## config.mk

```make
export PLATFORM = sky130hd
export DESIGN_NAME = hsiao_ecc_codec_flat
export DESIGN_NICKNAME = d
export VERILOG_FILES = /design/src/rtl/hsiao_ecc_codec_if.sv /design/src/rtl/hsiao_ecc_codec.sv /design/src/flat_wrapper.sv
export SDC_FILE = /design/constraint.sdc
export NUM_CORES = 1
export LEC_CHECK = 0
export CORE_UTILIZATION = 51
export CTS_BUF_LIST = sky130_fd_sc_hd__clkbuf_4
export DETAILED_ROUTE_END_ITERATION = 8
export PLACE_DENSITY = 0.95
export SKIP_CTS_REPAIR_TIMING = 1
export SYNTH_ARGS = -nofsm -noshare
export SYNTH_HDL_FRONTEND = slang
export SYNTH_SLANG_ARGS = --single-unit
```

## constraint.sdc

```tcl
create_clock -name clk_i -period 6.23 [get_ports clk_i]
set_clock_uncertainty 0.1 [all_clocks]
set_input_delay 0.623 -clock clk_i [delete_from_list [all_inputs] [get_ports clk_i]]
set_output_delay 0.623 -clock clk_i [all_outputs]
set_load 0.1 [all_outputs]
```

## src/rtl/hsiao_ecc_codec_if.sv

```systemverilog
// Port bundle for hsiao_ecc_codec: encoder and decoder request/response signals.
// The master modport drives the codec inputs; the codec itself uses the slave modport.
interface hsiao_ecc_codec_if #(
  parameter int DataWidth = 32
);
  // Smallest r with 2^(r-1) >= DataWidth + r
  function automatic int calc_prot(input int dw);
    int r;
    r = 1;
    while ((1 << (r - 1)) < (dw + r)) r++;
    return r;
  endfunction

  localparam int ProtWidth = calc_prot(DataWidth);
  localparam int CodeWidth = DataWidth + ProtWidth;

  logic                 enc_valid_i;
  logic [DataWidth-1:0] enc_data_i;
  logic                 enc_valid_o;
  logic [CodeWidth-1:0] enc_code_o;
  logic                 dec_valid_i;
  logic [CodeWidth-1:0] dec_code_i;
  logic                 dec_valid_o;
  logic [DataWidth-1:0] dec_data_o;
  logic [ProtWidth-1:0] dec_syndrome_o;
  logic [1:0]           dec_err_o;
  logic [15:0]          cnt_corr_o;
  logic [15:0]          cnt_uncorr_o;

  modport master (
    output enc_valid_i, enc_data_i, dec_valid_i, dec_code_i,
    input  enc_valid_o, enc_code_o, dec_valid_o, dec_data_o,
           dec_syndrome_o, dec_err_o, cnt_corr_o, cnt_uncorr_o
  );

  modport slave (
    input  enc_valid_i, enc_data_i, dec_valid_i, dec_code_i,
    output enc_valid_o, enc_code_o, dec_valid_o, dec_data_o,
           dec_syndrome_o, dec_err_o, cnt_corr_o, cnt_uncorr_o
  );
endinterface

```

## src/rtl/hsiao_ecc_codec.sv

```systemverilog
// Registered Hsiao SECDED encoder + decoder, 1-cycle latency on each independent path.
// Optional error counters are built only when HSIAO_ECC_ERR_CNT_EN is defined.
module hsiao_ecc_codec #(
  parameter int DataWidth = 32
) (
  input  logic              clk_i,
  input  logic              rst_i,
  hsiao_ecc_codec_if.slave  bus
);
  function automatic int calc_prot(input int dw);
    int r;
    r = 1;
    while ((1 << (r - 1)) < (dw + r)) r++;
    return r;
  endfunction

  localparam int ProtWidth = calc_prot(DataWidth);
  localparam int CodeWidth = DataWidth + ProtWidth;

  // Data columns: odd-weight (>=3) vectors, ordered by weight then value
  function automatic logic [DataWidth-1:0][ProtWidth-1:0] gen_cols();
    int idx;
    int wt;
    gen_cols = '0;
    idx = 0;
    for (int w = 3; w <= ProtWidth; w += 2) begin
      for (int v = 0; v < (1 << ProtWidth); v++) begin
        wt = 0;
        for (int b = 0; b < ProtWidth; b++) wt += (v >> b) & 1;
        if (wt == w && idx < DataWidth) begin
          gen_cols[idx] = v[ProtWidth-1:0];
          idx++;
        end
      end
    end
  endfunction

  localparam logic [DataWidth-1:0][ProtWidth-1:0] H_COLS = gen_cols();

  function automatic logic [ProtWidth-1:0] parity_of(input logic [DataWidth-1:0] d);
    parity_of = '0;
    for (int i = 0; i < DataWidth; i++)
      if (d[i]) parity_of = parity_of ^ H_COLS[i];
  endfunction

  logic [ProtWidth-1:0] w_enc_par;
  logic [DataWidth-1:0] w_rx_data;
  logic [ProtWidth-1:0] w_rx_par;
  logic [ProtWidth-1:0] w_syn;
  logic [DataWidth-1:0] w_hit;
  logic                 w_syn_one;
  logic [1:0]           w_err;

  assign w_enc_par = parity_of(bus.enc_data_i);
  assign w_rx_data = bus.dec_code_i[DataWidth-1:0];
  assign w_rx_par  = bus.dec_code_i[CodeWidth-1:DataWidth];
  assign w_syn     = w_rx_par ^ parity_of(w_rx_data);

  for (genvar gi = 0; gi < DataWidth; gi++) begin : g_hit
    assign w_hit[gi] = (w_syn == H_COLS[gi]);
  end

  // Weight-1 syndrome means the flipped bit was a check bit
  assign w_syn_one = (w_syn != '0) && ((w_syn & (w_syn - ProtWidth'(1))) == '0);

  always_comb begin
    w_err = 2'b00;
    if (w_syn != '0) begin
      if ((|w_hit) || w_syn_one) w_err = 2'b01;
      else                       w_err = 2'b10;
    end
  end

  logic                 r_enc_valid;
  logic [CodeWidth-1:0] r_enc_code;
  logic                 r_dec_valid;
  logic [DataWidth-1:0] r_dec_data;
  logic [ProtWidth-1:0] r_dec_syn;
  logic [1:0]           r_dec_err;

  always_ff @(posedge clk_i) begin
    if (rst_i) begin
      r_enc_valid <= 1'b0;
      r_enc_code  <= '0;
      r_dec_valid <= 1'b0;
      r_dec_data  <= '0;
      r_dec_syn   <= '0;
      r_dec_err   <= 2'b00;
    end else begin
      r_enc_valid <= bus.enc_valid_i;
      r_dec_valid <= bus.dec_valid_i;
      if (bus.enc_valid_i) r_enc_code <= {w_enc_par, bus.enc_data_i};
      if (bus.dec_valid_i) begin
        r_dec_data <= w_rx_data ^ w_hit;
        r_dec_syn  <= w_syn;
        r_dec_err  <= w_err;
      end
    end
  end

  assign bus.enc_valid_o    = r_enc_valid;
  assign bus.enc_code_o     = r_enc_code;
  assign bus.dec_valid_o    = r_dec_valid;
  assign bus.dec_data_o     = r_dec_data;
  assign bus.dec_syndrome_o = r_dec_syn;
  assign bus.dec_err_o      = r_dec_err;

`ifdef HSIAO_ECC_ERR_CNT_EN
  logic [15:0] r_cnt_corr;
  logic [15:0] r_cnt_uncorr;

  always_ff @(posedge clk_i) begin
    if (rst_i) begin
      r_cnt_corr   <= '0;
      r_cnt_uncorr <= '0;
    end else if (bus.dec_valid_i) begin
      if (w_err[0] && r_cnt_corr != 16'hFFFF)   r_cnt_corr   <= r_cnt_corr + 16'd1;
      if (w_err[1] && r_cnt_uncorr != 16'hFFFF) r_cnt_uncorr <= r_cnt_uncorr + 16'd1;
    end
  end

  assign bus.cnt_corr_o   = r_cnt_corr;
  assign bus.cnt_uncorr_o = r_cnt_uncorr;
`else
  assign bus.cnt_corr_o   = 16'd0;
  assign bus.cnt_uncorr_o = 16'd0;
`endif
endmodule

```

## src/flat_wrapper.sv

```systemverilog
// flat-port wrapper written by rule: the top's interface ports become plain ports
module hsiao_ecc_codec_flat 
#(
  parameter int DataWidth = 32
)
  (clk_i, rst_i, bus_enc_valid_i, bus_enc_data_i, bus_dec_valid_i, bus_dec_code_i, bus_enc_valid_o, bus_enc_code_o, bus_dec_valid_o, bus_dec_data_o, bus_dec_syndrome_o, bus_dec_err_o, bus_cnt_corr_o, bus_cnt_uncorr_o);
  hsiao_ecc_codec_if #(.DataWidth(DataWidth)) bus_i ();
  input  logic clk_i;
  input  logic rst_i;
  input wire logic [$bits(bus_i.enc_valid_i)-1:0] bus_enc_valid_i;
  input wire logic [$bits(bus_i.enc_data_i)-1:0] bus_enc_data_i;
  input wire logic [$bits(bus_i.dec_valid_i)-1:0] bus_dec_valid_i;
  input wire logic [$bits(bus_i.dec_code_i)-1:0] bus_dec_code_i;
  output wire logic [$bits(bus_i.enc_valid_o)-1:0] bus_enc_valid_o;
  output wire logic [$bits(bus_i.enc_code_o)-1:0] bus_enc_code_o;
  output wire logic [$bits(bus_i.dec_valid_o)-1:0] bus_dec_valid_o;
  output wire logic [$bits(bus_i.dec_data_o)-1:0] bus_dec_data_o;
  output wire logic [$bits(bus_i.dec_syndrome_o)-1:0] bus_dec_syndrome_o;
  output wire logic [$bits(bus_i.dec_err_o)-1:0] bus_dec_err_o;
  output wire logic [$bits(bus_i.cnt_corr_o)-1:0] bus_cnt_corr_o;
  output wire logic [$bits(bus_i.cnt_uncorr_o)-1:0] bus_cnt_uncorr_o;
  assign bus_i.enc_valid_i = bus_enc_valid_i;
  assign bus_i.enc_data_i = bus_enc_data_i;
  assign bus_i.dec_valid_i = bus_dec_valid_i;
  assign bus_i.dec_code_i = bus_dec_code_i;
  assign bus_enc_valid_o = bus_i.enc_valid_o;
  assign bus_enc_code_o = bus_i.enc_code_o;
  assign bus_dec_valid_o = bus_i.dec_valid_o;
  assign bus_dec_data_o = bus_i.dec_data_o;
  assign bus_dec_syndrome_o = bus_i.dec_syndrome_o;
  assign bus_dec_err_o = bus_i.dec_err_o;
  assign bus_cnt_corr_o = bus_i.cnt_corr_o;
  assign bus_cnt_uncorr_o = bus_i.cnt_uncorr_o;
  hsiao_ecc_codec #(.DataWidth(DataWidth)) u_core (.clk_i(clk_i), .rst_i(rst_i), .bus(bus_i));
endmodule
```

# Word-level counts from Yosys, hierarchy flattened
# Index checks and enable logic that the tools add are counted.
# classes
n_lt_le_gt_ge	0
n_div	0
n_reduce_logical	5
n_bitwise	65
mul	0
n_addsub	1
muxes	66
eq_ne	32
shifts	0
# op_table
op	n
$mux W7	24
$not A3 Y3	54
$mux W6	20
$eq A7 B7 Y1 const B	12
$eq A7 B6 Y1 const B	10
$mux W5	12
$eq A7 B5 Y1 const B	6
$reduce_or A32 Y1	1
$xor A32 B32 Y32	1
$mux W4	6
$not A2 Y3	8
$eq A7 B4 Y1 const B	3
$and A7 B7 Y7	1
$eq A7 B3 Y1 const B	1
$logic_not A7 Y1	1
$reduce_bool A7 Y1	1
$sub A7 B1 Y7 const B	1
$xor A7 B7 Y7	1
$mux W3	2
$mux W2	2
$logic_and A1 B1 Y1	1
$logic_or A1 B1 Y1	1
# word_totals
inputBits	75
n_memories	0
latchBits	0
ff_bits	82
output_inout_bits	114
elab_cells	175
mem_bits_rw	0
romBits	0

# Depth between registers and ports, before layout
# logic_depth
depth_word	71
mapped_depth	11
ltp_nobuf	9

# Worst setup path after synthesis
# No wires, ideal clock.
# synth_timing
kind	in2reg
from	input bus_dec_code_i[26]
to	register u_core.r_dec_err[1] (netlist: u_core.bus.dec_err_o[1])
required_time_ns	6.011
path_buffers	1
arrival_ns	3.257
slack_ns	2.754
path_stages	9
setup_time_ns	0.119
path_cell_list	xnor3_1 > xnor3_2 > xor3_2 > or3_1 > buf_2 > or3_1 > a32o_1 > o311a_1 > a22o_1
# synth_between
elab_chain_cells	19
word_cells_on_any_way	53
classes_between	1 x add/sub; 32 x eq/ne; 8 x mux; 7 x bitwise; 5 x reduce/logical
# synth_lines
element	line_no	text
start: declaration	flat_wrapper.sv:13	input wire logic [$bits(bus_i.dec_code_i)-1:0] bus_dec_code_i;
$mux W7 *	hsiao_ecc_codec.sv:43	if (d[i]) parity_of = parity_of ^ H_COLS[i];
$not A3 Y3 (no source line)	-	
$mux W7 *	hsiao_ecc_codec.sv:43	
$not A3 Y3 (no source line)	-	
$mux W7 *	hsiao_ecc_codec.sv:43	
$not A3 Y3 (no source line)	-	
$mux W7 *	hsiao_ecc_codec.sv:43	
$not A3 Y3 (no source line)	-	
(+3 left out)	-	
$xor A7 B7 Y7 *	hsiao_ecc_codec.sv:57	assign w_syn = w_rx_par ^ parity_of(w_rx_data);
$sub A7 B1 Y7	hsiao_ecc_codec.sv:64	assign w_syn_one = (w_syn != '0) && ((w_syn & (w_syn - ProtWidth'(1))) == '0);
$and A7 B7 Y7	hsiao_ecc_codec.sv:64	
$logic_not A7 Y1	hsiao_ecc_codec.sv:64	
$logic_and A1 B1 Y1	hsiao_ecc_codec.sv:64	
$logic_or A1 B1 Y1	hsiao_ecc_codec.sv:69	if ((|w_hit) || w_syn_one) w_err = 2'b01;
$mux W2	hsiao_ecc_codec.sv:69	
$mux W2 *	hsiao_ecc_codec.sv:68	if (w_syn != '0) begin
end signal: assignment	hsiao_ecc_codec.sv:96	r_dec_err <= w_err;
end: declaration	hsiao_ecc_codec.sv:79	logic [1:0] r_dec_err;
# Every way passes the cells marked *; elsewhere a longest branch is shown, timed or not.
# A chain may end at the register's enable or synchronous reset.

# Worst setup path after layout
# layout_timing
from	input bus_dec_code_i[13]
to	register u_core.r_dec_data[8] (netlist: u_core.bus.dec_data_o[8])
# layout_between
elab_chain_cells	30
word_cells_on_any_way	37
classes_between	1 x eq/ne; 19 x mux; 17 x bitwise
# layout_lines
element	line_no	text
$mux W6 *	hsiao_ecc_codec.sv:43	
$not A3 Y3 (no source line)	-	
$mux W6 *	hsiao_ecc_codec.sv:43	
$not A3 Y3 (no source line)	-	
$mux W6 *	hsiao_ecc_codec.sv:43	
$not A3 Y3 (no source line)	-	
$mux W6 *	hsiao_ecc_codec.sv:43	
$not A3 Y3 (no source line)	-	
(+5 left out)	-	
$mux W7 * (10 in series)	hsiao_ecc_codec.sv:43	
$not A3 Y3 (no source line)	-	
$mux W7 *	hsiao_ecc_codec.sv:43	
$not A3 Y3 (no source line)	-	
$mux W7 *	hsiao_ecc_codec.sv:43	
$xor A7 B7 Y7 *	hsiao_ecc_codec.sv:57	
$eq A7 B5 Y1 *	hsiao_ecc_codec.sv:60	assign w_hit[gi] = (w_syn == H_COLS[gi]);
$xor A32 B32 Y32 *	hsiao_ecc_codec.sv:94	r_dec_data <= w_rx_data ^ w_hit;
end signal: assignment	hsiao_ecc_codec.sv:94	
end: declaration	hsiao_ecc_codec.sv:77	logic [DataWidth-1:0] r_dec_data;
# Marks and branches as above.

==> flow_metrics.env <==
export IMPL_globalRouteTotalUtil=0.291
export IMPL_max_freq_ghz=0.249
export IMPL_wire_per_inst_um=18.5
export IMPL_holdWs_ns=0.394
export IMPL_p_seq_frac=0.237
export IMPL_yosysTopAreaCellShare=0.310
export IMPL_grt_pass1_vias=4576
export IMPL_slowest_delay_ns=0.90
export IMPL_startpoint="bus_dec_code_i[13]"
export IMPL_finalPower_uw=2590
export IMPL_critPathMaxFanout=11
export IMPL_ys_top_cells_by_area="dfxtp_1 31%, xnor2_1 18%, mux2i_1 7.2%"
export IMPL_syn_to_final_growth_pct=30.3
export IMPL_crit_required_ns=6.44
export IMPL_crit_family="XOR/XNOR gates"
export IMPL_gp_congestion=0.944
export IMPL_hp_class="reg2reg"
export IMPL_crit_slowest_cell="xnor2_1"
export IMPL_antenna_cells=0
export IMPL_dieArea_mm2=0.0108
export IMPL_clockPowerShare=0.121
export IMPL_synth_flop_cell="dfxtp_1"
export IMPL_overflow=0
export IMPL_regToRegSetupSlack_ns=5.23
export IMPL_synth_cell_types=43
export IMPL_clk_path_buf_depth=2
export IMPL_cts_tree="done"
export IMPL_drt_iter0_drc=357
export IMPL_status="completed"
export IMPL_finalSetupTns_ns=0
export IMPL_critPathLaunchType="primary input"
export IMPL_final_setup_viol_count=0
export IMPL_synthArstFlopShare=0
export IMPL_yosysTopAreaCell="dfxtp_1"
export IMPL_dr_pass1_iters=5
export IMPL_cpMostUsedCell="xnor2_1"
export IMPL_io_buffers=156
export IMPL_design_area_mm2=0.00690
export IMPL_vdd_drop_max_mv=0.268
export IMPL_crit_end="u_core.bus.dec_data_o[8]$_SDFFE_PP0P_"
export IMPL_finalMaxSlewViolations=0
export IMPL_fin_nets=792
export IMPL_worstSetupPathType="in2reg"
export IMPL_synth_edf_count=0
export IMPL_dpl_cell_area_mm2=0.00677
export IMPL_vias=4765
export IMPL_power_switching_uw=1370
export IMPL_swShare=0.530
export IMPL_clock_latency_ns=0.42
export IMPL_routed_wl_um=15800
export IMPL_final_common_cell="clkdlybuf4s50_1"
export IMPL_antenna_found_initial=0
export IMPL_io_pin_count=189
export IMPL_p_leak_uw=0.00260
export IMPL_worstPathArrival_ns=4.23
export IMPL_synth_cells=583
export IMPL_slew_headroom=0.218
export IMPL_core_area_mm2=0.00991
export IMPL_die_w_um=104
export IMPL_yosysWarningCount=0
export IMPL_ff2ff_path_depth=2
export IMPL_htreeDepth=3
export IMPL_powerDensity_mw_per_mm2=375
export IMPL_ant_nets=0
export IMPL_row_count=36
export IMPL_period_needed_ns=4.02
export IMPL_drive_gt1_frac=0.0361
export IMPL_p_comb_frac=0.642
export IMPL_avgSynthCellArea_um2=9.09
export IMPL_reg2reg_to="u_core.bus.dec_data_o[8]$_SDFFE_PP0P_"
export IMPL_layout_common_cells="153 x clkdlybuf4s50_1, 108 x xnor2_1, 86 x nor2_1"
export IMPL_tightest_slew_ns=1.17
export IMPL_grt_max_degree=82
export IMPL_drc=0
export IMPL_reg2reg_from="u_core.bus.dec_data_o[8]$_SDFFE_PP0P_"
export IMPL_internal_power_uw=1220
export IMPL_path_depth=8
export IMPL_end_kind="flip-flop"
export IMPL_crit_chain="clkdlybuf4s50_1 > xnor2_1 > xnor2_1 > xnor2_1 > xnor2_1 > nand3_1 > or3_1 > a311oi_1"
export IMPL_finalHoldViolations=0
export IMPL_grt_pass1_wl_um=24600
export IMPL_rsz0062_at_grt="no"
export IMPL_ys_seq_area_frac=0.310
export IMPL_clock_sinks=82
export IMPL_maxCapViolCount=0
export IMPL_crit_buf_inv=1
export IMPL_routed_via_density=5.58
export IMPL_syn_cell_area_mm2=0.00530
export IMPL_yosys_register_bits=82
export IMPL_dieHeight_um=104
export IMPL_fin_crit_sh=0.645
export IMPL_clkSlewWorstSetupHoldPaths_ns=0.12
export IMPL_dp_final_hpwl_um=12400
export IMPL_clockRootBuffer="clkbuf_4"
export IMPL_cts_buffers=9
export IMPL_initial_core_util=0.535
## state kept, by name, indices dropped and copies added, names as in the netlist
| signal | count |
|---|---|
| u_core.bus.dec_valid_o | 1 |
| u_core.bus.dec_err_o | 2 |
| u_core.bus.dec_data_o | 32 |
| u_core.bus.dec_syndrome_o | 7 |
| u_core.bus.enc_valid_o | 1 |
| u_core.bus.enc_code_o | 39 |
## worst min path at each step
| stage | startpoint | end | slack, ns | depth (start not counted) |
|---|---|---|---|---|
| 5_1_grt | u_core.bus.dec_data_o[9]$_SDFFE_PP0P_ | u_core.bus.dec_data_o[9]$_SDFFE_PP0P_ | 0.41 | 2 |
| 4_1_cts | u_core.bus.dec_data_o[29]$_SDFFE_PP0P_ | u_core.bus.dec_data_o[29]$_SDFFE_PP0P_ | 0.39 | 2 |
| 3_5_place_dp | u_core.bus.dec_err_o[1]$_SDFFE_PP0P_ | u_core.bus.dec_err_o[1]$_SDFFE_PP0P_ | 0.37 | 1 |
| 6_report | u_core.bus.dec_data_o[29]$_SDFFE_PP0P_ | u_core.bus.dec_data_o[29]$_SDFFE_PP0P_ | 0.39 | 2 |
| 2_1_floorplan | bus_enc_data_i[30] | u_core.bus.enc_code_o[30]$_SDFFE_PP0P_ | 0.67 | 2 |
| 3_3_place_gp | u_core.bus.dec_syndrome_o[3]$_SDFFE_PP0P_ | u_core.bus.dec_syndrome_o[3]$_SDFFE_PP0P_ | 0.36 | 2 |
## cell families after synthesis
logic type | Yosys count | share of synthesized area
other cells | 1 | 0.000708
buf+inv | 67 | 0.0704
simple gates | 165 | 0.143
xor+xnor | 147 | 0.293
compound gates | 83 | 0.111
mux | 38 | 0.0718
flops | 82 | 0.310
## metrics by stage
| stage | cells | utilization | setup WS (ns) |
|---|---|---|---|
| floorplan | 614 | - | 2.75 |
| global route | 854 | 0.697 | 2.10 |
| detailed placement | 839 | 0.683 | 1.85 |
| CTS | 854 | 0.697 | 2.33 |
| global placement | 839 | 0.683 | 1.96 |
| finish | 854 | 0.697 | 2.21 |
## worst register-to-register path: cells and delay by family, from the launching register on
| kind | cells | cell delay (ns) |
|---|---|---|
| flops | 1 | 0.38 |
| simple gates | 1 | 0.05 |
| compound gates | 1 | 0.36 |
## layer usage
| metal | vias to the layer above | routed length, um | global-route usage |
|---|---|---|---|
| met5 | - | 0 | 0 |
| met4 | 0 | 478 | 0.121 |
| met3 | 39 | 1250 | 0.0508 |
| met2 | 283 | 7820 | 0.489 |
| met1 | 2225 | 6290 | 0.368 |
| li1 | 2218 | - | - |
## layout make-up
cell class	count	area, um^2
timing repair buffer	158	1560
sequential	82	1640
clock buffer	10	75.1
tap	133	166
fill	740	3010
inverter	1	3.75
multi-input combinational	465	3400
clock inverter	5	55.1
## cells in the mapped netlist, drive strengths merged (2+ instances only)
master,count
a211oi,19
a21oi,3
a311oi,22
a31oi,2
buf,33
clkbuf,33
dfxtp,82
mux2i,38
nand2,16
nand2b,4
nand3,10
nor2,86
nor2b,3
nor3,12
nor4,3
o21ai,25
o31ai,2
or3,27
xnor2,108
xnor3,16
xor2,21
xor3,2
## power groups by stage
stage / Sequential [uW] / Combinational, uW / Clock, uW
CTS: 613 / 1640 / 317
finish: 613 / 1660 / 314
global placement: 621 / 1620 / 0
floorplan: 1020 / 885 / 0
global route: 620 / 1740 / 342
detailed placement: 624 / 1630 / 0
(Power assumes the default switching activity.)
